$ cat config.mk
export PLATFORM = sky130hd
export DESIGN_NAME = regfile_write_arbiter
export DESIGN_NICKNAME = d
export VERILOG_FILES = /design/src/rtl/regfile_write_arbiter.sv
export SDC_FILE = /design/constraint.sdc
export NUM_CORES = 1
export LEC_CHECK = 0
export CAP_MARGIN = 20
export CORE_MARGIN = 3
export CORE_UTILIZATION = 35
export CTS_CLUSTER_DIAMETER = 150
export DETAILED_ROUTE_END_ITERATION = 7
export PLACE_DENSITY = 0.76
export SLEW_MARGIN = 10
export SYNTH_ARGS = -nofsm -noshare
export SYNTH_HDL_FRONTEND = slang
export SYNTH_SLANG_ARGS = --single-unit
export TNS_END_PERCENT = 1
$ cat constraint.sdc
create_clock -name clock -period 0.8 [get_ports clock]
set_input_delay 0.08 -clock clock [delete_from_list [all_inputs] [get_ports clock]]
set_output_delay 0.08 -clock clock [all_outputs]
set_load 0.05 [all_outputs]
$ cat src/rtl/regfile_write_arbiter.sv
// rtl/regfile_write_arbiter.sv - two-requester regfile write-port arbiter with busy scoreboard; ROUND_ROBIN_EN selects alternating priority
module regfile_write_arbiter #(
  parameter int DATA_W = 16,
  parameter int ADDR_W = 3
) (
  input  logic                  clock,
  input  logic                  reset,
  input  logic                  claim_valid,
  input  logic [ADDR_W-1:0]     claim_reg,
  input  logic                  a_req,
  input  logic [ADDR_W-1:0]     a_dest,
  input  logic [DATA_W-1:0]     a_data,
  output logic                  a_gnt,
  input  logic                  b_req,
  input  logic [ADDR_W-1:0]     b_dest,
  input  logic [DATA_W-1:0]     b_data,
  output logic                  b_gnt,
  output logic                  wr_en,
  output logic [ADDR_W-1:0]     wr_dest,
  output logic [DATA_W-1:0]     wr_data,
  output logic [2**ADDR_W-1:0]  busy
);

  localparam int NREGS = 2**ADDR_W;

  logic              x_valid;
  logic [ADDR_W-1:0] x_dest;
  logic [DATA_W-1:0] x_data;
  logic [NREGS-1:0]  busy_next;

`ifdef ROUND_ROBIN_EN
  typedef enum logic {PRI_A, PRI_B} pri_t;
  pri_t ptr, ptr_next;

  // Priority pointer register
  always_ff @(posedge clock or negedge reset) begin
    if (!reset) ptr <= PRI_A;
    else        ptr <= ptr_next;
  end

  // Grants from requests and pointer; the side that just transferred yields priority
  always_comb begin
    a_gnt    = 1'b0;
    b_gnt    = 1'b0;
    ptr_next = ptr;
    if (reset) begin
      if (a_req && (!b_req || ptr == PRI_A)) a_gnt = 1'b1;
      else if (b_req)                        b_gnt = 1'b1;
    end
    if (a_gnt)      ptr_next = PRI_B;
    else if (b_gnt) ptr_next = PRI_A;
  end
`else
  // Fixed priority: A always wins, B only when A is idle
  always_comb begin
    a_gnt = reset & a_req;
    b_gnt = reset & b_req & ~a_req;
  end
`endif

  // Select the transferring requester's destination and data
  always_comb begin
    x_valid = a_gnt | b_gnt;
    x_dest  = a_gnt ? a_dest : b_dest;
    x_data  = a_gnt ? a_data : b_data;
  end

  // Register the winning write; R0 writes are swallowed and outputs hold
  always_ff @(posedge clock or negedge reset) begin
    if (!reset) begin
      wr_en   <= 1'b0;
      wr_dest <= '0;
      wr_data <= '0;
    end else begin
      wr_en <= x_valid && (x_dest != '0);
      if (x_valid && (x_dest != '0)) begin
        wr_dest <= x_dest;
        wr_data <= x_data;
      end
    end
  end

  // Scoreboard next state: clear on transfer, then set on claim so a new producer wins
  always_comb begin
    busy_next = busy;
    if (x_valid)     busy_next[x_dest]    = 1'b0;
    if (claim_valid) busy_next[claim_reg] = 1'b1;
    busy_next[0] = 1'b0;
  end

  // Scoreboard register
  always_ff @(posedge clock or negedge reset) begin
    if (!reset) busy <= '0;
    else        busy <= busy_next;
  end

endmodule
==> results.json <==
{
  "period_needed_ns": 0.977,
  "drt-pass1-iter-count": 4,
  "clockRootBuffer": "clkbuf_8",
  "fin_cells": 279,
  "start_util": 0.374,
  "p_seq_frac": 0.329,
  "hold_class": "in2async",
  "hpwl_um": 3470,
  "yosysWarnings": 0,
  "power.switching_mw": 2.29,
  "arrival_ns": 1.15,
  "p_clk_frac": 0.133,
  "p_leak_nw": 1.32,
  "io_pins": 76,
  "cpPeakStageDelay_ns": 0.26,
  "p_int_mw": 3.56,
  "required_ns": 0.97,
  "clock_skew_ns": 0,
  "synthCells": 138,
  "clock-sinks": 27,
  "drive_gt1_frac": 0.442,
  "hold_slack_ns": -0.174,
  "antenna_found_initial": 0,
  "worstPathBufferInverterCount": 3,
  "grt_pass1_vias": 1620,
  "cpMostUsedCell": "buf_6",
  "synthDistinctLibCells": 29,
  "synth-seq-cells": 27,
  "start_kind": "input pin",
  "setup_viol": 55,
  "layout_setup_ws_ns": -0.177,
  "overflow": 0,
  "r2r_slack_ns": 0.07,
  "place_area_um2": 2600,
  "grt_pass1_wl_um": 7730,
  "cpLargestDelayFamily": "simple AND/OR/NAND/NOR gates",
  "powerDensity_nw_per_um2": 2010,
  "clkLatencyLatePin_ns": 0.27,
  "grt_max_degree": 17,
  "syn_area_um2": 1410,
  "syn_nets": 184,
  "violations": "negative hold slack, negative setup slack",
  "area_growth_pct": 106,
  "postCtsHoldBufs": 1,
  "final_area_um2": 2910,
  "switching_share": 0.391,
  "diodes": 0,
  "drc_errors": 0,
  "drv_cap": 0,
  "dp_cells": 269,
  "die_area_um2": 4820,
  "drt_wl_total_um": 4640,
  "crit_fanout": 5,
  "total_power_mw": 5.85,
  "ir_drop_uv": 1170,
  "rows": 22,
  "fmax_ghz": 1.02,
  "routedWlPerCell_um": 16.6,
  "fin_crit_sh": 1.22,
  "gp_congestion": 0.807,
  "clk_pin_slew_worst_paths_ns": 0.09,
  "power.share.combinational": 0.539,
  "clockBufferDepth": 2,
  "portBuffers": 74,
  "status": "finished with violations",
  "nets": 278,
  "die_w_um": 69.4,
  "grt_use_total": 0.200,
  "drt_iter0_drc": 36,
  "drv_slew": 0,
  "drt.antenna.violating_nets": 0,
  "drt-vias-per-instance": 5.14,
  "coreArea_um2": 3770,
  "path_class": "in2reg",
  "htree_num_levels": 1,
  "path_cells": "buf_6 -> buf_6 -> and3b_2 -> o21ai_4 -> and2_4 -> buf_8 -> o21ai_2",
  "critical-path-slowest-cell": "and2_4",
  "num_vias": 1434,
  "rsz0062_at_grt": "true",
  "numCtsBuffers": 3,
  "die-height_um": 69.4,
  "synth_area_per_cell_um2": 10.2,
  "finalHoldViolCount": 25,
  "worstSetupEndpointType": "flop",
  "cts_tree": "built",
  "post-route-util": 0.771,
  "ys_seq_area_frac": 0.480
}
cell families (layout without fill, tap and decap cells):
kind of cell / count (synthesis) / after routing / share of synthesized area
multiplexers: 18 / 18 / 0.128
buffers and inverters: 14 / 107 / 0.0622
AND/OR/NAND/NOR: 37 / 37 / 0.145
other: 1 / 1 / 0.00266
flip-flops: 27 / 27 / 0.480
AO/OA/AOI/OAI: 41 / 41 / 0.183
cell usage after synthesis:
| library cell | instances | share of area |
|---|---|---|
| dfrtp_1 | 27 | 0.48 |
| o21ai_0 | 24 | 0.085 |
| mux2i_1 | 18 | 0.13 |
| nand3_1 | 18 | 0.064 |
| o21ai_2 | 10 | 0.062 |
| nand2_1 | 5 | 0.013 |
| buf_2 | 4 | 0.014 |
| buf_4 | 4 | 0.021 |
| nand2b_1 | 3 | 0.013 |
| a31oi_1 | 2 | 0.0089 |
| and2_1 | 2 | 0.0089 |
| buf_6 | 2 | 0.016 |
| inv_1 | 2 | 0.0053 |
| nor2_1 | 2 | 0.0053 |
| a211o_1 | 1 | 0.0062 |
| a211oi_1 | 1 | 0.0053 |
| a21oi_1 | 1 | 0.0035 |
| and3b_1 | 1 | 0.0062 |
| and4_1 | 1 | 0.0062 |
| and4b_1 | 1 | 0.0071 |
| clkbuf_1 | 1 | 0.0027 |
| conb_1 | 1 | 0.0027 |
| inv_2 | 1 | 0.0027 |
| nand2_2 | 1 | 0.0044 |
| nand4b_1 | 1 | 0.0062 |
| nor2b_1 | 1 | 0.0044 |
| nor3b_1 | 1 | 0.0053 |
| o31a_1 | 1 | 0.0062 |
| o31ai_1 | 1 | 0.0053 |
area by class of cell:
class                   instances  area [um^2]
clock buffers                   3         41.3
clock inverters                 1         5.00
fillers                       216          863
inverters                       3         18.8
multi-input cells              97          778
flip-flops and latches         27          676
well taps                      48         60.1
repair buffers                100         1330
path summary, 6_finish.rpt:
check / start / endpoint / depth (start not counted)
max: a_req / wr_data[14]$_DFFE_PN0P_ / 7
min: reset / wr_data[13]$_DFFE_PN0P_ / 2
max reg2reg: busy[6]$_DFF_PN0_ / busy[6]$_DFF_PN0_ / 2
min reg2reg: wr_dest[0]$_DFFE_PN0P_ / wr_dest[0]$_DFFE_PN0P_ / 2
max in group asynchronous: reset / wr_dest[2]$_DFFE_PN0P_ / 3
min in group clock: b_dest[1] / wr_dest[1]$_DFFE_PN0P_ / 4
state kept, by name, indices dropped and copies added (netlist names):
name and count:
wr_dest 3, busy 7, wr_data 16, wr_en 1
layer usage:
metal | vias to the layer above | track usage | share of wire
met2 | 62 | 0.375 | 0.54
met5 | - | 0 | 0
met3 | 9 | 0.0290 | 0.058
met1 | 677 | 0.220 | 0.38
li1 | 686 | - | -
met4 | 0 | 0.0889 | 0.020
cell usage in the layout (no fill, tap or decap), drive strengths merged, types with 2 or more instances in the layout:
master,instances
and2,2
nand2,6
clkdlybuf4s50,36
buf,55
o21ai,34
nor2,2
clkdlybuf4s15,3
dlygate4sd2,2
clkbuf,6
nand2b,3
nand3,18
a31oi,2
inv,3
dfrtp,27
mux2i,18
timing repair:
action / CTS / global route
endpoints found under the hold margin: 27 / 25
pin swaps: 15 / 1
gates cloned: 4 / 0
resized for setup: 74 / 10
endpoints found under the setup margin: 56 / 56
setup buffers: 1 / 0
per-stage QoR:
stage	setup WS (ns)	TNS, ns
2_1_floorplan	-0.394	-8.03
3_3_place_gp	-0.814	-21.47
3_5_place_dp	-0.947	-23.51
4_1_cts	-0.175	-7.77
5_1_grt	-0.224	-9.45
6_report	-0.177	-7.69
power groups by stage:
stage               Clock, mW  Sequential, mW  Combinational, mW
floorplan                   0            2.66              0.503
global placement            0            1.92               2.85
detailed placement          0            1.92               2.91
CTS                     0.784            1.92               3.15
global route            0.842            1.95               3.29
finish                  0.776            1.92               3.15
No activity file was read; power rests on OpenSTA's default activity.
